[src/rtl/cpu_datapath.sv]
`timescale 1ns/1ps
// cpu_datapath: register and ALU datapath of the accumulator CPU.
// It owns PC, IRU, IRL, AC and SP, drives the single-port memory interface
// and returns opcode/ZFLG/NFLG to the control sequencer. State updates on the
// rising edge, half-way through each sequencer state.
// Build option: define DP_STACK_GUARD_EN to enable the stack overflow/underflow
// guard (sticky STK_ERR, suppressed SP update, blocked overflow write).
module cpu_datapath #(
  parameter logic [7:0] PC_INIT     = 8'h00,
  parameter logic [7:0] SP_INIT     = 8'h00,
  parameter logic [7:0] STACK_FLOOR = 8'hC0
) (
  input  logic       CLK,
  input  logic       RESET,
  input  logic       FETCH,
  input  logic       INC_PC,
  input  logic       LOAD_PC,
  input  logic       LOAD_IRU,
  input  logic       LOAD_IRL,
  input  logic       LOAD_AC,
  input  logic       STORE_MEM,
  input  logic       LOAD_SP,
  input  logic       SP_INC,
  input  logic       SP_DEC,
  input  logic       DO_PUSH,
  input  logic       DO_POP,
  input  logic       DO_JSR,
  input  logic       DO_RTS,
  output logic [7:0] opcode,
  output logic       ZFLG,
  output logic       NFLG,
  output logic [7:0] MEM_ADDR,
  output logic [7:0] MEM_WDATA,
  output logic       MEM_WE,
  input  logic [7:0] MEM_RDATA,
  output logic       STK_ERR,
  output logic [7:0] PC_DBG,
  output logic [7:0] AC_DBG,
  output logic [7:0] SP_DBG
);

`ifdef DP_STACK_GUARD_EN
  localparam bit GUARD_EN = 1'b1;
`else
  localparam bit GUARD_EN = 1'b0;
`endif

  logic [7:0] pc_q, pc_d;
  logic [7:0] iru_q, iru_d;
  logic [7:0] irl_q, irl_d;
  logic [7:0] ac_q, ac_d;
  logic [7:0] sp_q, sp_d;
  logic       stk_err_q, stk_err_d;

  logic [7:0] sp_minus1;
  logic [7:0] sp_plus1;
  logic       stk_ovf;
  logic       stk_unf;

  logic [4:0] alu_op;
  logic       alu_mem_operand;
  logic [7:0] alu_b;
  logic [7:0] alu_res;

  // Stack neighbours and fault detection; the fault terms fold to 0 when the
  // guard is not built in, so SP wraps freely and no write is blocked.
  always_comb begin
    sp_minus1 = sp_q - 8'd1;
    sp_plus1  = sp_q + 8'd1;
    stk_ovf   = GUARD_EN && SP_DEC && !LOAD_SP && (sp_q == STACK_FLOOR);
    stk_unf   = GUARD_EN && SP_INC && (sp_q == SP_INIT);
  end

  // Memory address mux (first match wins), write data and write strobe.
  // The strobe is killed while RESET is high so an interrupted store never lands.
  always_comb begin
    if (FETCH)
      MEM_ADDR = pc_q;
    else if (DO_PUSH || DO_JSR)
      MEM_ADDR = sp_minus1;
    else if (DO_POP || DO_RTS)
      MEM_ADDR = sp_q;
    else
      MEM_ADDR = irl_q;
    MEM_WDATA = DO_JSR ? pc_q : ac_q;
    MEM_WE    = STORE_MEM && !RESET && !stk_ovf;
  end

  // ALU: operand select and result for the op held in IRU[4:0].
  always_comb begin
    alu_op = iru_q[4:0];
    case (alu_op)
      5'h01, 5'h05, 5'h07, 5'h09, 5'h0A, 5'h0B, 5'h0C, 5'h0D:
        alu_mem_operand = 1'b1;
      default:
        alu_mem_operand = 1'b0;
    endcase
    alu_b   = alu_mem_operand ? MEM_RDATA : irl_q;
    alu_res = ac_q;
    case (alu_op)
      5'h01, 5'h02: alu_res = alu_b;
      5'h04:        alu_res = '0;
      5'h05, 5'h06: alu_res = ac_q + alu_b;
      5'h07, 5'h08: alu_res = ac_q - alu_b;
      5'h09, 5'h0E: alu_res = ac_q & alu_b;
      5'h0A, 5'h0F: alu_res = ac_q | alu_b;
      5'h0B:        alu_res = ac_q ^ alu_b;
      5'h0C:        alu_res = {alu_b[6:0], 1'b0};
      5'h0D:        alu_res = {1'b0, alu_b[7:1]};
      default:      alu_res = ac_q;
    endcase
  end

  // Next-state for every architectural register from the sequencer strobes.
  always_comb begin
    pc_d      = pc_q;
    iru_d     = iru_q;
    irl_d     = irl_q;
    ac_d      = ac_q;
    sp_d      = sp_q;
    stk_err_d = stk_err_q || stk_ovf || stk_unf;

    if (LOAD_PC)
      pc_d = DO_RTS ? MEM_RDATA : irl_q;
    else if (INC_PC)
      pc_d = pc_q + 8'd1;

    if (LOAD_IRU)
      iru_d = MEM_RDATA;
    if (LOAD_IRL)
      irl_d = MEM_RDATA;

    if (LOAD_AC)
      ac_d = DO_POP ? MEM_RDATA : alu_res;

    // A detected fault freezes SP ahead of every other SP source.
    if (stk_ovf || stk_unf)
      sp_d = sp_q;
    else if (LOAD_SP)
      sp_d = irl_q;
    else if (SP_INC && !SP_DEC)
      sp_d = sp_plus1;
    else if (SP_DEC && !SP_INC)
      sp_d = sp_minus1;
  end

  // Register bank with asynchronous active-high reset.
  always_ff @(posedge CLK or posedge RESET) begin
    if (RESET) begin
      pc_q      <= PC_INIT;
      iru_q     <= '0;
      irl_q     <= '0;
      ac_q      <= '0;
      sp_q      <= SP_INIT;
      stk_err_q <= 1'b0;
    end else begin
      pc_q      <= pc_d;
      iru_q     <= iru_d;
      irl_q     <= irl_d;
      ac_q      <= ac_d;
      sp_q      <= sp_d;
      stk_err_q <= stk_err_d;
    end
  end

  assign opcode  = iru_q;
  assign ZFLG    = (ac_q == 8'h00);
  assign NFLG    = ac_q[7];
  assign STK_ERR = stk_err_q;
  assign PC_DBG  = pc_q;
  assign AC_DBG  = ac_q;
  assign SP_DBG  = sp_q;

endmodule

[config.mk]
export PLATFORM = sky130hd
export DESIGN_NAME = cpu_datapath
export DESIGN_NICKNAME = d
export VERILOG_FILES = /design/src/rtl/cpu_datapath.sv
export SDC_FILE = /design/constraint.sdc
export NUM_CORES = 1
export LEC_CHECK = 0
export CAP_MARGIN = 20
export CORE_MARGIN = 3
export CORE_UTILIZATION = 49
export CTS_BUF_LIST = sky130_fd_sc_hd__clkbuf_4
export DETAILED_ROUTE_END_ITERATION = 12
export HOLD_SLACK_MARGIN = 0.03
export PLACE_DENSITY_LB_ADDON = 0.3
export REMOVE_ABC_BUFFERS = 1
export SETUP_SLACK_MARGIN = 0.1
export SLEW_MARGIN = 5
export SYNTH_ARGS = -nofsm -noshare
export SYNTH_HDL_FRONTEND = slang
export SYNTH_SLANG_ARGS = --single-unit
[constraint.sdc]
create_clock -name CLK -period 2.85 [get_ports CLK]
set_input_delay 0.57 -clock CLK [delete_from_list [all_inputs] [get_ports CLK]]
set_output_delay 0.57 -clock CLK [all_outputs]
set_load 0.02 [all_outputs]
# Word-level counts from Yosys, hierarchy flattened
# Memories as Yosys holds them, arrays and structs flattened.
# Index checks and enable logic that the tools add are counted.
[totals]
regBits = 40
mem_bits_ro = 16
in_bits = 24
out_inout_bits = 52
word_cells = 60
memories = 1
[mem_list]
columns = ["memory", "words", "width", "rd", "rd_ports_with_merged_regs", "wr", "line_no", "rtl"]
rows = [
  ["(no name shown)", 16, 1, 1, 0, 0, "92", "case (alu_op)"],
]
[classes]
addsub = 5
eq_ne = 14
mux = 14
bitwise = 3
reduce_logical = 18
[op_table]
columns = ["operator", "count"]
rows = [
  ["two-way mux 8 bit", 12],
  ["case mux 8 bit (9 select lines)", 1],
  ["equality test 5 x 4 -> 1 bit (second input constant)", 8],
  ["equality test 5 x 3 -> 1 bit (second input constant)", 4],
  ["adder 8 x 1 -> 8 bit (second input constant)", 2],
  ["nonzero test 10 bit", 1],
  ["OR reduction 2 bit", 5],
  ["adder 8 bit", 1],
  ["bitwise AND 8 bit", 1],
  ["zero test 8 bit", 1],
  ["OR 8 bit", 1],
  ["subtractor 8 x 1 -> 8 bit (second input constant)", 1],
  ["subtractor 8 bit", 1],
  ["XOR 8 bit", 1],
  ["equality test 5 x 1 -> 1 bit (second input constant)", 1],
  ["equality test 5 x 2 -> 1 bit (second input constant)", 1],
  ["logical AND 1 bit", 3],
  ["zero test 1 bit", 3],
  ["nonzero test 3 bit", 1],
  ["logical OR 1 bit", 2],
  ["AND reduction 2 bit", 1],
  ["nonzero test 2 bit", 1],
  ["two-way mux 1 bit", 1],
]

# Longest topological paths before layout
# Gate-level depths: netlist of run 1.
# An unclocked memory read counts as a cell.
[depth]
depth_word = 6
depth_mapped = 16
ltp_nobuf = 14

# Worst setup path after synthesis of run 1
# No wires, ideal clock.
[synth_path]
path_kind = "reg-to-reg"
startpoint = "register iru_q[2] (netlist: opcode[2])"
endpoint = "register ac_q[5] (netlist: AC_DBG[5])"
setup_time_ns = 0.120
arrival_ns = 3.165
required_time_ns = 2.730
setup_slack_ns = -0.435
stages_incl_launch_ff = 16
n_path_buf = 3
synth_period_minus_slack_ns = 3.285
path_cell_list = "dfrtp_1 buf_4 nand4bb_1 o311a_1 buf_6 buf_2 nor2_1 a211oi_1 nor2_1 xnor2_1 ha_1 a21o_1 a31oi_1 xor2_1 o221ai_1 a31o_2"
[synth_between]
elab_chain_cells = 6
word_cells_on_any_way = 31
cone_classes = "add/sub: 2; eq/ne: 14; mux: 4; bitwise: 3; reduce/logical: 7; memory: 1"
[synth_lines]
columns = ["item", "line_no", "rtl"]
rows = [
  ["start: declaration", "49", "logic [7:0] iru_q, iru_d;"],
  ["start signal: assignment", "158", "iru_q <= iru_d;"],
  ["memory (16 x 1 bit)", "-", ""],
  ["two-way mux 1 bit", "92", ""],
  ["two-way mux 8 bit", "98", "alu_b = alu_mem_operand ? MEM_RDATA : irl_q;"],
  ["subtractor 8 bit (tied with other cells)", "104", "5'h07, 5'h08: alu_res = ac_q - alu_b;"],
  ["case mux 8 bit (9 select lines)", "100", "case (alu_op)"],
  ["two-way mux 8 bit", "134", "ac_d = DO_POP ? MEM_RDATA : alu_res;"],
  ["end signal: assignment", "153", "ac_q <= '0;"],
  ["end signal: assignment", "160", "ac_q <= ac_d;"],
  ["end: declaration", "51", "logic [7:0] ac_q, ac_d;"],
]
# Parallel ways exist; a longest one is shown, timed or not.
# A chain may end at the register's enable or synchronous reset.

# Final worst setup path of run 1
# Same ends and word-level chain as after synthesis.

==> results of run 1 <==
-- critical path, stage by stage (launching register included) --
cell	delay (ns)
dfrtp_2	0.47
or4_4	0.54
a21oi_4	0.20
buf_6	0.15
a211oi_4	0.05
nor2_1	0.16
xnor2_1	0.14
ha_1	0.27
buf_4	0.16
a31oi_4	0.19
buf_4	0.14
xor2_1	0.14
o221ai_1	0.12
a31o_2	0.25
-- routing by layer --
metal	global-route usage (%)	wire (um)	vias to the layer above	share of wire, %
li1	-	-	1975	-
met1	39.8	5410	1968	42
met2	46.0	6030	227	47
met3	6.65	1200	27	9.3
met4	9.75	244	0	1.9
met5	0	0	-	0
-- cell usage in the layout, fill, tap and decap left out, types with 3 or more instances in the layout --
| cell type | synthesis | final |
|---|---|---|
| clkbuf_2 | 0 | 4 |
| dlygate4sd2_1 | 0 | 3 |
| o21ai_0 | 36 | 28 |
| xor2_1 | 7 | 7 |
| or3_4 | 0 | 3 |
| mux2i_1 | 13 | 11 |
| a21o_1 | 4 | 4 |
| clkdlybuf4s50_1 | 0 | 62 |
| o211ai_1 | 6 | 6 |
| buf_6 | 2 | 3 |
| nand3_1 | 12 | 12 |
| a21oi_2 | 2 | 4 |
| clkbuf_4 | 0 | 6 |
| a211oi_1 | 10 | 8 |
| o21ai_1 | 5 | 11 |
| a221oi_1 | 5 | 5 |
| xnor2_1 | 21 | 19 |
| mux2_2 | 16 | 16 |
| nand2_1 | 58 | 57 |
| a31oi_1 | 9 | 8 |
| buf_2 | 2 | 4 |
| nor4_1 | 3 | 3 |
| buf_4 | 5 | 79 |
| dfrtp_1 | 40 | 37 |
| nor3_1 | 12 | 10 |
| mux2i_2 | 2 | 4 |
| inv_1 | 21 | 19 |
| nor2b_1 | 7 | 7 |
| o31ai_1 | 4 | 4 |
| dfrtp_2 | 0 | 3 |
| o22ai_1 | 11 | 11 |
| o221ai_1 | 4 | 4 |
| a21oi_1 | 19 | 16 |
| ha_1 | 23 | 22 |
| nor2_1 | 45 | 43 |
| nand2b_1 | 6 | 6 |
| nand4_1 | 4 | 4 |
-- state kept, by name, summed over array words and instances (netlist names) --
name / flops
irl_q: 8
opcode: 8
AC_DBG: 8
SP_DBG: 8
PC_DBG: 8
-- metrics by stage --
stage | cell area (um2) | std cells
2_1_floorplan | 3620 | 443
3_3_place_gp | 5050 | 691
3_5_place_dp | 5050 | 691
4_1_cts | 5190 | 701
5_1_grt | 5310 | 706
6_report | 5310 | 706
-- timing repair --
item,CTS,global route
gates resized for setup,51,42
buffers inserted,3,6
setup endpoints to repair,16,20
pin swaps,20,24
-- cells by family after synthesis --
family	synth area share [%]
mux	9.54
compound gates	22.7
buf+inv	6.33
xor+xnor	6.49
simple gates	20.1
fa+ha+maj	8.15
other cells	0.0993
flops	26.5
-- area by class of cell --
class                      instances  share of cell area, %
sequential                        40                   18.9
timing repair buffer             156                   25.0
tap                               99                   2.33
inverter                          22                   1.60
multi-input combinational        381                   51.1
clock inverter                     2                  0.212
clock buffer                       6                  0.848
-- path summary, 6_finish.rpt --
check | startpoint | end | slack, ns | cells after the start
worst max-delay path | opcode[2] | AC_DBG[5] | -0.23 | 13
worst min-delay path | opcode[5] | opcode[5] | 0.52 | 1
worst max register to register | opcode[2] | AC_DBG[5] | -0.23 | 13
worst min register to register | opcode[5] | opcode[5] | 0.52 | 1
max in group asynchronous | RESET | opcode[3] | 1.79 | 3
min in group asynchronous | RESET | AC_DBG[4] | 0.64 | 3
-- power breakdown --
| part | total, W | internal, W | switching [W] |
|---|---|---|---|
| Sequential | 0.000799 | 0.000654 | 0.000145 |
| Clock | 0.000315 | 0.000104 | 0.000211 |
| Combinational | 0.00187 | 0.000908 | 0.000960 |
-- Yosys cell counts (all sizes together), types with 2 or more instances --
master	number
o221ai	4
nand4	4
a221oi	5
nand2	58
nor4	3
dfrtp	40
nor3	12
a31o	2
or2	3
a21o	4
o211ai	6
o31ai	4
a211oi	10
or3	5
buf	10
or4	2
nor2	45
a31oi	9
mux2i	16
a21oi	21
xnor2	21
a22oi	2
clkbuf	22
nand4bb	2
o21ai	41
o22ai	11
o32ai	2
nand3	12
a2bb2oi	2
xor2	7
nor2b	7
nand2b	6
ha	23
nand3b	2
inv	22
mux2	16
==> metrics.txt, run 1 <==
status=finished with violations; failing checks=setup timing; Clock Tree Root=clkbuf_4; Max-slew headroom=between 40 and 50%; area leader, netlist=dfrtp_1; required time worst endpoint=3.14 ns; total power=between 0.002 and 0.003 W; number of diodes=0; yosys warns=0; vias in the first global route=slightly above 4,000; Synth area leaders=dfrtp_1 (27%), ha_1 (7.6%), nand2_1 (5.8%), xnor2_1 (4.9%), o21ai_0 (4.8%); ys flop type=dfrtp_1; Yosys reg bits=40; final setup margin=-0.230 ns; Cells after Synth=roughly 480; clk_lat worst skew=around 0.38 ns; Crit path arrival time=roughly 3.4 ns; Worst Path Max Fanout=6; initial core utilization=about half; Seq/Total Area, Yosys=a little over a quarter; initial antenna violation count=0; H-tree levels=2; Max Cap Viol=0; hold_buf cts=0; Max Root-Sink Buffers=2; number of synthesized flops with an enable pin=0; Hold WS=between 0.5 and 0.6 ns; Die Height=between 90 and 100 um; RSZ-0062 raised after global routing=yes; final hold violation count=0; full die area=around 0.0088 mm2; Peak VDD IR=0.387 mV; post-synthesis cell type count=~60; Critical Path Source Type=flop; Synth-to-Final Area Change=40.6%; final core occ=between 70% and 80%; post-place setup slack=-0.607 ns; final period utilization=108%; clock-pin slew on the worst setup and hold paths=~0.15 ns; Post-Route Skew=0.0253 ns; Vias/cell=approximately 5.9; share of Yosys cell area claimed by the top area cell type=between 20% and 30%; HP Class=flop to flop; PwrDens=562 mW/mm2; final setup fails=7; routed length per instance=approximately 18 um; worst-margin pin slew=0.892 ns; Die X-Extent=approximately 94 um; DRT antenna net count=0; placer congestion estimate=0.964; Post-route DRC=0; final net count=roughly 650; fin crit period=3.08 ns; top-level port count=76; area of the multi-input gates=about 0.0027 mm2; Fmax=roughly 320 MHz; row count=31; Clock Sink Count=40; Post-Route WL=12,900 um; ys async rst share=100%; global-route wire length before repair=~20,000 um; Synth Cell Area=~0.0038 mm2; Leak=2.29 nW; DP HPWL=~9600 um; FF+latch area=0.00100 mm2; DR pass1 iterations=5; Vias=around 4,200; area of the core=roughly 0.0074 mm2; Port Buf Inserts=74; gr ovfl total=0; share of post-route cells with drive strength above 1=around 26%; CP endpoint kind=flop; largest net degree at the start of global routing=41; Filler cells=~560; Total GRT Usage=29.3%; TNS Setup=-1.08 ns; TritonCTS Buffers=5; Setup CP Type=flop to flop; Slew Limit Fails=0; initial drt markers=453; post-synthesis area per instance=between 7 and 8 um2; clock tree from TritonCTS=built
Note: power is estimated with default switching activity, not from simulation.
==> run 2: changes to the inputs <==
Settings changed: CTS_CLUSTER_SIZE set to 10.
==> results of run 2 <==
Same layout as run 1: the final DEF is identical, and so are final timing and power.
==> run 3: changes to the inputs <==
Settings changed: SKIP_LAST_GASP set to 1.
==> metrics.txt, run 3 (synthesis results as in run 1) <==
clock-pin slew on the worst setup and hold paths=0.12 ns (was 0.15 ns); clk_lat worst skew=0.38 ns (about the same); initial antenna violation count=0 (unchanged); TritonCTS Buffers=5 (unchanged); placer congestion estimate=0.964 (unchanged); Synth-to-Final Area Change=41.0% (was 40.6%); slowest stage delay, CP=0.40 ns (was 0.54 ns); Setup CP Type=flop to output pin (was flop to flop); Filler cells=562 (unchanged); fin crit period=3.10 ns (was 3.08 ns); Worst Path Max Fanout=2 (was 6); Vias/cell=5.97 (was 5.94); HP Class=flop to flop (unchanged); commonest non-fill, non-tap cells in the layout=buf_4 (80), clkdlybuf4s50_1 (64), nand2_1 (57), nor2_1 (43), dfrtp_1 (37) (was buf_4 (79), clkdlybuf4s50_1 (62), nand2_1 (57), nor2_1 (43), dfrtp_1 (37)); Max-slew headroom=37.5% (was 40.5%); Die Height=93.8 um (unchanged); Fmax=323 MHz (was 325 MHz); CP Cell Sequence=or3_4 -> or3_4 -> or3_4 -> a21oi_2 -> nor2_1 -> o31ai_1 -> buf_2 (was or4_4 -> a21oi_4 -> buf_6 -> a211oi_4 -> nor2_1 -> xnor2_1 -> ha_1 -> buf_4 -> a31oi_4 -> buf_4 -> xor2_1 -> o221ai_1 -> a31o_2); Total GRT Usage=29.3% (about the same); TNS Setup=-1.13 ns (was -1.08 ns); status=finished with violations (unchanged); Post-route DRC=0 (unchanged); Post-Route Skew=0.0219 ns (was 0.0253 ns); top-level port count=76 (unchanged); Max Root-Sink Buffers=2 (unchanged); global-route wire length before repair=20,300 um (was 20,200 um); Die X-Extent=93.8 um (unchanged); DR pass1 iterations=5 (unchanged); R2R cell count=15 (was 13); required time worst endpoint=2.28 ns (was 3.14 ns); Slew Limit Fails=0 (unchanged); Port Buf Inserts=74 (unchanged); critical path's slowest cell=dfrtp_1 (was or4_4); vias in the first global route=4,020 (was 4,021); Hold Crit Depth=1 (unchanged); final hold violation count=0 (unchanged); Max Cap Viol=0 (unchanged); Crit path arrival time=2.53 ns (was 3.37 ns); row count=31 (unchanged); Clock Tree Root=clkbuf_4 (unchanged); worst-margin pin slew=0.938 ns (was 0.892 ns); cell mode on critical path=or3_4 (was buf_4); CP endpoint kind=output pin (was flop); commonest non-fill, non-tap cell in the layout=buf_4 (unchanged); gr ovfl total=0 (unchanged); largest net degree at the start of global routing=41 (unchanged); final setup margin=-0.251 ns (was -0.230 ns); PwrDens=561 mW/mm2 (was 562 mW/mm2); DP HPWL=9640 um (unchanged); hold_buf cts=0 (unchanged); failing checks=setup timing (unchanged); full die area=0.00880 mm2 (unchanged); Peak VDD IR=0.378 mV (was 0.387 mV); final net count=655 (was 654); H-tree levels=2 (unchanged); Clock Sink Count=40 (unchanged); clock tree from TritonCTS=built (unchanged); Post-Route WL=12,900 um (about the same); share of post-route cells with drive strength above 1=26.0% (was 25.9%); Leak=2.29 nW (about the same); area of the core=0.00737 mm2 (unchanged); final period utilization=109% (was 108%); final setup fails=7 (unchanged); initial core utilization=51.2% (unchanged); Vias=4,224 (was 4,197); total power=0.00298 W (about the same); Critical Path Source Type=flop (unchanged); initial drt markers=399 (was 453); final core occ=72.2% (was 72.0%); number of diodes=0 (unchanged); DRT antenna net count=0 (unchanged); routed length per instance=18.3 um (about the same); RSZ-0062 raised after global routing=yes (unchanged)
## run 3: cell types whose count changed in the layout (fill, tap and decap cells not counted), sizes merged
| cell | before | now |
|---|---|---|
| clkdlybuf4s50 | 62 | 64 |
| clkbuf | 10 | 9 |
| dlygate4sd2 | 3 | 1 |
| or2 | 3 | 4 |
| buf | 86 | 87 |
## run 3: per-stage QoR
step | hold WS [ns] | area [um2] | worst slack, ns | cells
finish | 0.520 | 5320 | -0.251 | 707
global route | 0.551 | 5320 | -0.394 | 707
CTS | 0.528 | 5180 | -0.163 | 701
detailed placement | 0.498 | 5050 | -0.607 | 691
global placement | 0.493 | 5050 | -0.529 | 691
floorplan | 0.520 | 3620 | -0.870 | 443
## run 3: worst max-delay path: cells and delay by family, from the launching register on
family	cells	cell delay [ns]
AOI/OAI and AO/OA	2	0.40
buffers and inverters	1	0.23
DFF	1	0.40
and+or+nand+nor	4	1.13
## run 3: routing by layer
metal / routed length [um] / vias up / global-route usage [%]
met5: 0 / - / 0
met4: 275 / 0 / 9.87
met3: 1180 / 28 / 6.65
met2: 6030 / 236 / 46.1
met1: 5450 / 1982 / 39.6
li1: - / 1978 / -
## run 3: path summary, 6_finish.rpt
kind	start	to	slack [ns]
min reg2reg	opcode[5]	opcode[5]	0.52
min in group asynchronous	RESET	AC_DBG[4]	0.64
max reg2reg	opcode[4]	AC_DBG[5]	-0.24
min	opcode[5]	opcode[5]	0.52
max	SP_DBG[0]	MEM_ADDR[7]	-0.25
max in group asynchronous	RESET	opcode[3]	1.79
## run 3: power breakdown
part / switching, W / internal [W]
registers: 0.000144 / 0.000654
logic: 0.000962 / 0.000910
clock network: 0.000210 / 0.000104
## run 3: cell type report
cell class / instances / area (um2) / share of cell area (%)
tap: 99 / 124 / 2.33
clock inverter: 2 / 11.3 / 0.212
sequential: 40 / 1000 / 18.9
inverter: 22 / 87.6 / 1.65
timing repair buffer: 156 / 1330 / 25.0
multi-input combinational: 382 / 2720 / 51.1
clock buffer: 6 / 45.0 / 0.846
## run 3: timing repair
action / CTS / global route
endpoints found under the hold margin: 0 / 0
pin swaps: 20 / 25
cloned: 0 / 1
buffers inserted: 3 / 7
resized for setup: 46 / 46
setup endpoints to repair: 16 / 22
